[src/rtl/alu_arbiter_if.sv]
// Request/issue/response bundle between requesters A/B, the arbiter and the execute ALU.
// With ALU_ARB_LOCK_EN defined the bundle also carries a_lock/b_lock.
interface alu_arbiter_if #(parameter int DATA_W = 16);
  // Handshake: an operation transfers on a rising edge where x_valid & x_ready;
  // x_ready never depends on x_ready of the other side and operands stay stable until then.
  logic              a_valid, a_ready;
  logic [3:0]        a_op;
  logic [2:0]        a_dest;
  logic [DATA_W-1:0] a_value1, a_value2, a_stvalue;
  logic              b_valid, b_ready;
  logic [3:0]        b_op;
  logic [2:0]        b_dest;
  logic [DATA_W-1:0] b_value1, b_value2, b_stvalue;
  logic              stall;
  logic [55:0]       idbus;
  logic [39:0]       exbus;
  logic              rsp_a_valid, rsp_b_valid;
  logic [DATA_W-1:0] rsp_result;
  logic [2:0]        rsp_dest;
`ifdef ALU_ARB_LOCK_EN
  logic              a_lock, b_lock;

  modport slave (
    input  a_valid, a_op, a_dest, a_value1, a_value2, a_stvalue, a_lock,
    input  b_valid, b_op, b_dest, b_value1, b_value2, b_stvalue, b_lock,
    input  stall, exbus,
    output a_ready, b_ready, idbus, rsp_a_valid, rsp_b_valid, rsp_result, rsp_dest
  );
  modport master (
    output a_valid, a_op, a_dest, a_value1, a_value2, a_stvalue, a_lock,
    output b_valid, b_op, b_dest, b_value1, b_value2, b_stvalue, b_lock,
    output stall, exbus,
    input  a_ready, b_ready, idbus, rsp_a_valid, rsp_b_valid, rsp_result, rsp_dest
  );
`else
  modport slave (
    input  a_valid, a_op, a_dest, a_value1, a_value2, a_stvalue,
    input  b_valid, b_op, b_dest, b_value1, b_value2, b_stvalue,
    input  stall, exbus,
    output a_ready, b_ready, idbus, rsp_a_valid, rsp_b_valid, rsp_result, rsp_dest
  );
  modport master (
    output a_valid, a_op, a_dest, a_value1, a_value2, a_stvalue,
    output b_valid, b_op, b_dest, b_value1, b_value2, b_stvalue,
    output stall, exbus,
    input  a_ready, b_ready, idbus, rsp_a_valid, rsp_b_valid, rsp_result, rsp_dest
  );
`endif
endinterface

[src/rtl/alu_arbiter.sv]
// Round-robin sharing of the execute ALU between requesters A and B, with owner tags
// to steer exbus results back. ALU_ARB_LOCK_EN adds a_lock/b_lock grant holding.
module alu_arbiter #(
  parameter int DATA_W    = 16,
  parameter int TAG_DEPTH = 2
) (
  input logic         clock,
  input logic         resetn,
  alu_arbiter_if.slave bus
);

  logic                 grant_a, grant_b, accept, lock_hold;
  logic                 last_grant_b;   // 1: B was granted last, 0: A
  logic [55:0]          idbus_q;
  logic [TAG_DEPTH-1:0] tag_valid, tag_owner_b;
  logic                 unused_exbus;

  always_comb begin
    lock_hold = 1'b0;
`ifdef ALU_ARB_LOCK_EN
    lock_hold = last_grant_b ? (bus.b_lock & bus.b_valid) : (bus.a_lock & bus.a_valid);
`else
    lock_hold = 1'b0;
`endif
    grant_a = 1'b0;
    grant_b = 1'b0;
    if (!bus.stall) begin
      if (bus.a_valid && !bus.b_valid) begin
        grant_a = 1'b1;
      end else if (bus.b_valid && !bus.a_valid) begin
        grant_b = 1'b1;
      end else if (bus.a_valid && bus.b_valid) begin
        // A held lock keeps the previous owner, otherwise the other side wins the tie
        grant_a = lock_hold ? !last_grant_b : last_grant_b;
        grant_b = !grant_a;
      end
    end
  end

  assign bus.a_ready = grant_a;
  assign bus.b_ready = grant_b;
  assign accept      = grant_a | grant_b;

  always_ff @(posedge clock or negedge resetn) begin
    if (!resetn) begin
      idbus_q      <= '0;
      last_grant_b <= 1'b1;
    end else if (grant_a) begin
      idbus_q      <= {1'b1, bus.a_op, bus.a_dest, bus.a_value1, bus.a_value2, bus.a_stvalue};
      last_grant_b <= 1'b0;
    end else if (grant_b) begin
      idbus_q      <= {1'b1, bus.b_op, bus.b_dest, bus.b_value1, bus.b_value2, bus.b_stvalue};
      last_grant_b <= 1'b1;
    end else begin
      // Bubble: drop valid only, payload fields keep their last values
      idbus_q[55]  <= 1'b0;
    end
  end

  assign bus.idbus = idbus_q;

  // Owner tags advance every cycle so the last stage lines up with the ALU's exbus register
  always_ff @(posedge clock or negedge resetn) begin
    if (!resetn) begin
      tag_valid   <= '0;
      tag_owner_b <= '0;
    end else begin
      tag_valid[0]   <= accept;
      tag_owner_b[0] <= grant_b;
      for (int i = 1; i < TAG_DEPTH; i++) begin
        tag_valid[i]   <= tag_valid[i-1];
        tag_owner_b[i] <= tag_owner_b[i-1];
      end
    end
  end

  assign bus.rsp_a_valid = bus.exbus[39] & tag_valid[TAG_DEPTH-1] & !tag_owner_b[TAG_DEPTH-1];
  assign bus.rsp_b_valid = bus.exbus[39] & tag_valid[TAG_DEPTH-1] &  tag_owner_b[TAG_DEPTH-1];
  assign bus.rsp_result  = bus.exbus[31:16];
  assign bus.rsp_dest    = bus.exbus[34:32];

  assign unused_exbus = ^{bus.exbus[38:35], bus.exbus[15:0]};

endmodule
[src/flat_wrapper.sv]
// flat-port wrapper written by rule: the top's interface ports become plain ports
module alu_arbiter_flat 
#(
  parameter int DATA_W    = 16,
  parameter int TAG_DEPTH = 2
)
  (clock, resetn, bus_a_valid, bus_a_op, bus_a_dest, bus_a_value1, bus_a_value2, bus_a_stvalue, bus_b_valid, bus_b_op, bus_b_dest, bus_b_value1, bus_b_value2, bus_b_stvalue, bus_stall, bus_exbus, bus_a_ready, bus_b_ready, bus_idbus, bus_rsp_a_valid, bus_rsp_b_valid, bus_rsp_result, bus_rsp_dest);
  alu_arbiter_if #(.DATA_W(DATA_W)) bus_i ();
  input logic clock;
  input logic resetn;
  input wire logic [$bits(bus_i.a_valid)-1:0] bus_a_valid;
  input wire logic [$bits(bus_i.a_op)-1:0] bus_a_op;
  input wire logic [$bits(bus_i.a_dest)-1:0] bus_a_dest;
  input wire logic [$bits(bus_i.a_value1)-1:0] bus_a_value1;
  input wire logic [$bits(bus_i.a_value2)-1:0] bus_a_value2;
  input wire logic [$bits(bus_i.a_stvalue)-1:0] bus_a_stvalue;
  input wire logic [$bits(bus_i.b_valid)-1:0] bus_b_valid;
  input wire logic [$bits(bus_i.b_op)-1:0] bus_b_op;
  input wire logic [$bits(bus_i.b_dest)-1:0] bus_b_dest;
  input wire logic [$bits(bus_i.b_value1)-1:0] bus_b_value1;
  input wire logic [$bits(bus_i.b_value2)-1:0] bus_b_value2;
  input wire logic [$bits(bus_i.b_stvalue)-1:0] bus_b_stvalue;
  input wire logic [$bits(bus_i.stall)-1:0] bus_stall;
  input wire logic [$bits(bus_i.exbus)-1:0] bus_exbus;
  output wire logic [$bits(bus_i.a_ready)-1:0] bus_a_ready;
  output wire logic [$bits(bus_i.b_ready)-1:0] bus_b_ready;
  output wire logic [$bits(bus_i.idbus)-1:0] bus_idbus;
  output wire logic [$bits(bus_i.rsp_a_valid)-1:0] bus_rsp_a_valid;
  output wire logic [$bits(bus_i.rsp_b_valid)-1:0] bus_rsp_b_valid;
  output wire logic [$bits(bus_i.rsp_result)-1:0] bus_rsp_result;
  output wire logic [$bits(bus_i.rsp_dest)-1:0] bus_rsp_dest;
  assign bus_i.a_valid = bus_a_valid;
  assign bus_i.a_op = bus_a_op;
  assign bus_i.a_dest = bus_a_dest;
  assign bus_i.a_value1 = bus_a_value1;
  assign bus_i.a_value2 = bus_a_value2;
  assign bus_i.a_stvalue = bus_a_stvalue;
  assign bus_i.b_valid = bus_b_valid;
  assign bus_i.b_op = bus_b_op;
  assign bus_i.b_dest = bus_b_dest;
  assign bus_i.b_value1 = bus_b_value1;
  assign bus_i.b_value2 = bus_b_value2;
  assign bus_i.b_stvalue = bus_b_stvalue;
  assign bus_i.stall = bus_stall;
  assign bus_i.exbus = bus_exbus;
  assign bus_a_ready = bus_i.a_ready;
  assign bus_b_ready = bus_i.b_ready;
  assign bus_idbus = bus_i.idbus;
  assign bus_rsp_a_valid = bus_i.rsp_a_valid;
  assign bus_rsp_b_valid = bus_i.rsp_b_valid;
  assign bus_rsp_result = bus_i.rsp_result;
  assign bus_rsp_dest = bus_i.rsp_dest;
  alu_arbiter #(.DATA_W(DATA_W), .TAG_DEPTH(TAG_DEPTH)) u_core (.clock(clock), .resetn(resetn), .bus(bus_i));
endmodule
[config.mk]
export PLATFORM = sky130hd
export DESIGN_NAME = alu_arbiter_flat
export DESIGN_NICKNAME = d
export VERILOG_FILES = /design/src/rtl/alu_arbiter_if.sv /design/src/rtl/alu_arbiter.sv /design/src/flat_wrapper.sv
export SDC_FILE = /design/constraint.sdc
export NUM_CORES = 1
export LEC_CHECK = 0
export ABC_AREA = 0
export CORE_AREA = 3 3 91 93
export CTS_CLUSTER_SIZE = 20
export DETAILED_ROUTE_END_ITERATION = 12
export DIE_AREA = 0 0 94 96
export DONT_BUFFER_PORTS = 1
export MAX_ROUTING_LAYER = met4
export PLACE_DENSITY = 0.61
export SLEW_MARGIN = 20
export SYNTH_ARGS = -nofsm -noshare
export SYNTH_HDL_FRONTEND = slang
export SYNTH_SLANG_ARGS = --single-unit
export TNS_END_PERCENT = 50
[constraint.sdc]
create_clock -name clock -period 2.88 [get_ports clock]
set_input_delay 0.576 -clock clock [delete_from_list [all_inputs] [get_ports clock]]
set_output_delay 0.576 -clock clock [all_outputs]
set_load 0.01 [all_outputs]
Word level (Yosys, flattened, before mapping). Index checks and enable logic that the tools add are counted.

Mux-type cells: 13. Bitwise gates (word level): 4. Reduce and logical (&&, ||, !) cells: 8.

Operator list (count): $mux 56 (1); $mux 55 (1); $mux 1 (11); $logic_not 1->1 (4); $and 1x1->1 (3); $logic_and 1x1->1 (3); $reduce_bool 2->1 (1); $or 1x1->1 (1).

Register bits: 61. Output and inout bits: 79. Word-level logic and storage cells: 30.

Logic depth before layout (Yosys ltp). Gate-level depths: netlist (run 1).

Word-level depth: 7. Mapped depth: 5. Gate-level depth less buffers: 3.

Least setup slack after synthesis (run 1). No wires, ideal clock.

Path kind: input to output. Start point: input bus_stall. End point: output bus_a_ready. Arrival time: 1194 ps. Cell stages on the path: 4. Path slack: 1110 ps. Buffers on the path: 2. Cells stage by stage: nand2b_4 -> buf_6 -> clkbuf_1 -> nor2_1.

Longest elaborated chain between the ends: 1.

Ends and longest elaborated chain: start: declaration (RTL line flat_wrapper.sv:23) `input wire logic [$bits(bus_i.stall)-1:0] bus_stall;`; $mux 1 (RTL line alu_arbiter.sv:27) `if (!bus.stall) begin`; end: declaration (RTL line flat_wrapper.sv:25) `output wire logic [$bits(bus_i.a_ready)-1:0] bus_a_ready;`.

Every way passes these cells.

Worst setup path after layout (run 1).
Start point: register u_core.last_grant_b. End point: output bus_a_ready.

Longest elaborated chain between the ends: 4.

Ends and longest elaborated chain: start: declaration (RTL line alu_arbiter.sv:13) `logic last_grant_b;`; start signal: assignment (RTL line alu_arbiter.sv:47) `last_grant_b <= 1'b1;`; start signal: assignment (RTL line alu_arbiter.sv:50) `last_grant_b <= 1'b0;`; start signal: assignment (RTL line alu_arbiter.sv:53) `last_grant_b <= 1'b1;`; $mux 1 (RTL line alu_arbiter.sv:32) `end else if (bus.a_valid && bus.b_valid) begin`; $mux 1 (RTL line alu_arbiter.sv:30) `end else if (bus.b_valid && !bus.a_valid) begin`; $mux 1 (RTL line alu_arbiter.sv:28) `if (bus.a_valid && !bus.b_valid) begin`; $mux 1 (RTL line alu_arbiter.sv:27).

Every way passes these cells.

==> results of run 1 <==
## registers in the layout (all words and copies together) (netlist names)
register	cells
u_core.bus.idbus	55
u_core.tag_owner_b	2
u_core.last_grant_b	1
u_core.tag_valid	2
## power by group through the flow
stage / clock [mW] / sequential (mW) / combinational (mW)
global placement: 0 / 1.11 / 0.248
detailed placement: 0 / 1.11 / 0.258
finish: 0.946 / 1.09 / 0.271
global route: 1.01 / 1.11 / 0.315
floorplan: 0 / 1.08 / 0.278
CTS: 0.979 / 1.10 / 0.278
## per-stage QoR
stage                     setup slack (ns)  hold WS [ns]
after floorplan                       1.11         0.280
after global placement               0.866         0.282
after detailed placement             0.827         0.282
after CTS                            0.775        0.0677
after global routing                 0.664        0.0591
final                                0.843        0.0918
## worst register-to-register path, stage by stage (launching register included)
cell     delay [ns]
dfstp_2        0.39
nor2b_4        0.56
buf_4          0.41
o21ai_0        0.13
a31oi_1        0.19
## per-layer routing
layer	part of all wire (%)	up-vias	GRT usage (%)
met5	0	-	-
met4	1.6	0	6.02
met3	8.6	15	5.47
met2	49	108	24.0
met1	41	1086	18.5
li1	-	1152	-
## synthesized netlist by cell type
cell      number  area share [%]
dfrtp_1       59              45
nor2_1        57             6.5
a31oi_1       55              10
o21ai_0       55             8.3
or3b_1        55              15
buf_4         20             4.6
buf_2         13             2.0
clkbuf_1      10             1.1
buf_6          9             3.1
clkbuf_8       4             1.7
inv_1          2            0.23
a211oi_1       1            0.23
and3_1         1            0.19
dfstp_2        1            0.80
nand2_1        1            0.11
nand2b_4       1            0.42
nor2b_4        1            0.42
o21ba_2        1            0.30
o21bai_1       1            0.23
## logic make-up (layout without fill, tap and decap cells)
kind of cell           after synthesis  in the layout  synth area share [%]
AO/OA/AOI/OAI                      113            113                  19.5
flip-flops                          60             60                  45.6
buffers and inverters               58             23                  12.6
AND/OR/NAND/NOR                    116            116                  22.2
## path summary, 6_finish.rpt
| kind | startpoint | end | slack [ns] | depth (start not counted) |
|---|---|---|---|---|
| worst min register to register | u_core.tag_owner_b[0]$_DFF_PN0_ | u_core.tag_owner_b[1]$_DFF_PN0_ | 0.35 | 0 |
| worst min-delay path | resetn | u_core.last_grant_b$_DFFE_PN1P_ | 0.09 | 0 |
| worst max register to register | u_core.last_grant_b$_DFFE_PN1P_ | u_core.bus.idbus[16]$_DFFE_PN0P_ | 1.13 | 4 |
| max in group asynchronous | resetn | u_core.tag_valid[1]$_DFF_PN0_ | 2.50 | 1 |
| min in group clock | u_core.tag_owner_b[0]$_DFF_PN0_ | u_core.tag_owner_b[1]$_DFF_PN0_ | 0.35 | 0 |
| worst max-delay path | u_core.last_grant_b$_DFFE_PN1P_ | bus_a_ready | 0.84 | 2 |
## layout make-up
cell class	instances	area, sq um
fill	768	4270
sequential	60	1500
multi-input combinational	229	1380
clock buffer	12	155
tap	102	128
clock inverter	4	95.1
timing repair buffer	5	70.1
inverter	2	7.51
==> flow_summary.toml, run 1 <==
[final_layout]
fin_util_pct = 43.9
mostFrequentLayoutCell = "dfrtp_1"
fin_cells = 414
num-nets-final = 462
insertedDiodeCount = 0
final_cell_mix = "dfrtp_1, nor2_1, or3b_1, o21ai_0, a31oi_1"
area_growth_pct = 1.37
final_cell_area_sq_um = 3340
drive_gt1_share_pct = 7.69

[pwr]
p_leak_nw = 1.25
clockPowerShare_pct = 40.9
vdd_ir_drop_max_v = 0.000312
powerDensity_nw_per_um2 = 691
total_power_mw = 2.31
switching_share_pct = 26.9
pwr-share-seq_pct = 47.3
p_int_mw = 1.69
p_switching_mw = 0.621
combPwrFrac_pct = 11.7

[clocking]
cts_resized = 0
cts_setup_buffers = 0
root_buffer = "clkbuf_8"
hold_buffers = 1
htree_num_levels = 3
clk_pin_slew_worst_paths_ns = 0.06
cts_tree = "done"
cts_buffers = 9
cts_buffer_depth = 2
worstSkewPairLatency_ns = 0.33
cts_sinks = 60

[sta]
final_hold_viol_count = 0
finClkSkew_ns = 0.00877
max_slew_margin_pct = 49.6
rsz0062_at_grt = "no"
max_freq_mhz = 491
fin_setup_tns_ns = 0
period_share_pct = 70.7
finalSetupViolCount = 0
worst_slew_pin_slew_ns = 0.751
drv_slew = 0
layout_min_cycle_time_ns = 2.04

[drt]
via_count = 2361
via_per_inst = 5.70
drc_errors = 0
ant_nets = 0
routed_wirelength_um = 7160
wire_per_inst_um = 17.3
drtPass1Iterations = 4
drt_iter0_markers = 81

[setup_path]
crit_slowest_cell = "nor2b_4"
critPathLaunchType = "register"
critical_path_class = "reg2out"
cp.required_ns = 2.30
path_delay_family = "simple AND/OR/NAND/NOR gates"
crit_path_max_fanout = 43
crit_buf_inv = 0
cp-end-kind = "primary output"
crit_chain = "nor2b_4 -> nor2_1"
arrival_ns = 1.46
max_stage_delay_ns = 0.56

[global_route]
grt.total_usage_pct = 15.4
grt_pass1_wl_um = 10600
grt_max_degree = 85
grt_overflow = 0
antenna_found_initial = 0
grt_pass1_vias = 2054

[synth]
yosysSeqAreaShare_pct = 45.6
synth_cell_types = 19
ys_warn_count = 0
syn-num-nets = 502
synthCells = 347
avgSynthCellArea_sq_um = 9.50
ys_ff_latch = 60
syn-cell-area_sq_um = 3300

[outcome]
status = "finished clean"

[placed_design]
port_buffers = 0
post_dp_cell_area_sq_um = 3060
dp.cells = 397
gp_congestion = 0.733
dpl.hpwl_um = 4920

[floorplan]
die_x_um = 94
fp.coreArea_sq_um = 7610
dieArea_sq_um = 9020
pin_count = 234
row_count = 32
die_h_um = 96
start_util_pct = 43.3

[min_path]
min_path_type = "in2async"

[job]
drv_cap = 0
No activity file was read; power rests on OpenSTA's default activity.
==> inputs of run 2 (changes only) <==
==> constraint.sdc (replaced) <==
create_clock -name clock -period 2 [get_ports clock]
set_input_delay 0.4 -clock clock [delete_from_list [all_inputs] [get_ports clock]]
set_output_delay 0.4 -clock clock [all_outputs]
set_load 0.01 [all_outputs]
==> run 2 against run 1 <==
  * First-iteration DRC count grew 44%
  * Die area is the same
  * Total power grew 38%
  * Highest routed layer unchanged
  * Combinational power is 55% higher
  * Critical endpoint unchanged
  * Clock power increased by 26%
  * Hold slack gained 0.087 ns
  * Critical path depth grew 1
  * Register-to-register slack got worse by 0.71 ns
==> flow_summary.toml, run 2 (synthesis results as in run 1) <==
[outcome]
status = "finished clean"

[setup_path]
r2r_cells = 3
reg2reg_from = "u_core.last_grant_b$_DFFE_PN1P_"
critical_path_class = "reg2out"
critPathLaunchType = "register"
arrival_ns = 1.42
crit_path_max_fanout = 57
crit_path_start = "u_core.last_grant_b$_DFFE_PN1P_"
crit_end = "bus_a_ready"
cp.required_ns = 1.60
r2r_slack_ns = 0.42
timing.rr.end = "u_core.bus.idbus[13]$_DFFE_PN0P_"
cp-end-kind = "primary output"

[placed_design]
port_buffers = 0
gp_congestion = 0.750
pre_cts_ws_ns = 0.0318
dpl.hpwl_um = 4880
dp.cells = 398
post_dp_cell_area_sq_um = 3100

[sta]
max_slew_margin_pct = 42.2
worst_slew_pin_slew_ns = 0.863
rsz0062_at_grt = "no"
final_hold_viol_count = 0
fin_setup_tns_ns = 0
layout_min_cycle_time_ns = 1.82
period_share_pct = 90.9
finClkSkew_ns = 0.00726
max_freq_mhz = 550
hold_ws_ns = 0.179
fin_ws_ns = 0.181
drv_slew = 0
finalSetupViolCount = 0

[clocking]
cts_sinks = 60
worstSkewPairLatency_ns = 0.32
root_buffer = "clkbuf_8"
cts_tree = "done"
cts_buffers = 9
cts_resized = 0
cts_buffer_depth = 2
htree_num_levels = 3
clk_pin_slew_worst_paths_ns = 0.07

[floorplan]
fp.coreArea_sq_um = 7610
start_util_pct = 43.3
dieArea_sq_um = 9020
row_count = 32
die_h_um = 96
pin_count = 234
die_x_um = 94

[global_route]
grt_overflow = 0
grt_max_degree = 112
grt_pass1_vias = 2295
grt.total_usage_pct = 17.0
grt_pass1_wl_um = 11800
antenna_found_initial = 0

[pwr]
powerDensity_nw_per_um2 = 942
p_leak_nw = 1.27
vdd_ir_drop_max_v = 0.000366
total_power_mw = 3.19

[job]
drv_cap = 0

[final_layout]
final_cell_area_sq_um = 3380
largest_reg_flops = 55
insertedDiodeCount = 0
area_growth_pct = 2.66
fin_util_pct = 44.5
fin_cells = 420
drive_gt1_share_pct = 8.81
num-nets-final = 468
final_cell_mix = "dfrtp_1, nor2_1, or3b_1, o21ai_0, a31oi_1"
mostFrequentLayoutCell = "dfrtp_1"

[drt]
routed_wirelength_um = 7650
drt_iter0_markers = 117
wire_per_inst_um = 18.2
drtPass1Iterations = 4
via_count = 2424
via_per_inst = 5.77
ant_nets = 0
drc_errors = 0

[min_path]
min_path_type = "in2reg"
[run 2: cell types whose count changed in the layout (fill, tap and decap cells not counted), sizes merged]
cell,delta
buf,+3
clkinvlp,+1
nor2b,+2
bufinv,-1
dlygate4sd3,+1
[run 2: what timing repair did]
action | CTS | global route
hold buffers | 2 | 0
setup buffers | 0 | 2
setup endpoints to repair | 1 | 1
pin swaps | 0 | 0
gates cloned | 2 | 0
endpoints found under the hold margin | 60 | 0
[run 2: cell type report]
| class | count | area [sq um] |
|---|---|---|
| fill | 751 | 4220 |
| sequential | 60 | 1500 |
| multi-input combinational | 231 | 1400 |
| clock buffer | 12 | 145 |
| timing repair buffer | 9 | 128 |
| tap | 102 | 128 |
| clock inverter | 4 | 72.6 |
| inverter | 2 | 7.51 |
[run 2: worst max-delay path, stage by stage (launching register included)]
cell and delay, ns:
dfstp_2 0.63, nor2b_4 0.08, buf_12 0.17, nor2_1 0.20
[run 2: how the worst min path moves through the flow]
| stage | from | endpoint | cells after the start |
|---|---|---|---|
| 6_report | bus_stall | u_core.tag_owner_b[0]$_DFF_PN0_ | 1 |
| 5_1_grt | bus_stall | u_core.tag_owner_b[0]$_DFF_PN0_ | 1 |
| 4_1_cts | bus_stall | u_core.tag_owner_b[0]$_DFF_PN0_ | 1 |
| 3_5_place_dp | resetn | u_core.bus.idbus[37]$_DFFE_PN0P_ | 0 |
| 3_3_place_gp | resetn | u_core.bus.idbus[39]$_DFFE_PN0P_ | 0 |
| 2_1_floorplan | resetn | u_core.bus.idbus[0]$_DFFE_PN0P_ | 0 |
[run 2: report_power, final]
part,internal (mW),switching [mW]
clock network,0.735,0.453
registers,1.38,0.201
logic,0.176,0.246
total,2.29,0.899
[run 2: layer usage]
metal	vias to the layer above	GRT usage [%]	wire, um
met5	-	-	0
met4	0	6.14	132
met3	16	6.18	666
met2	108	27.7	3870
met1	1139	19.3	2980
li1	1161	-	-
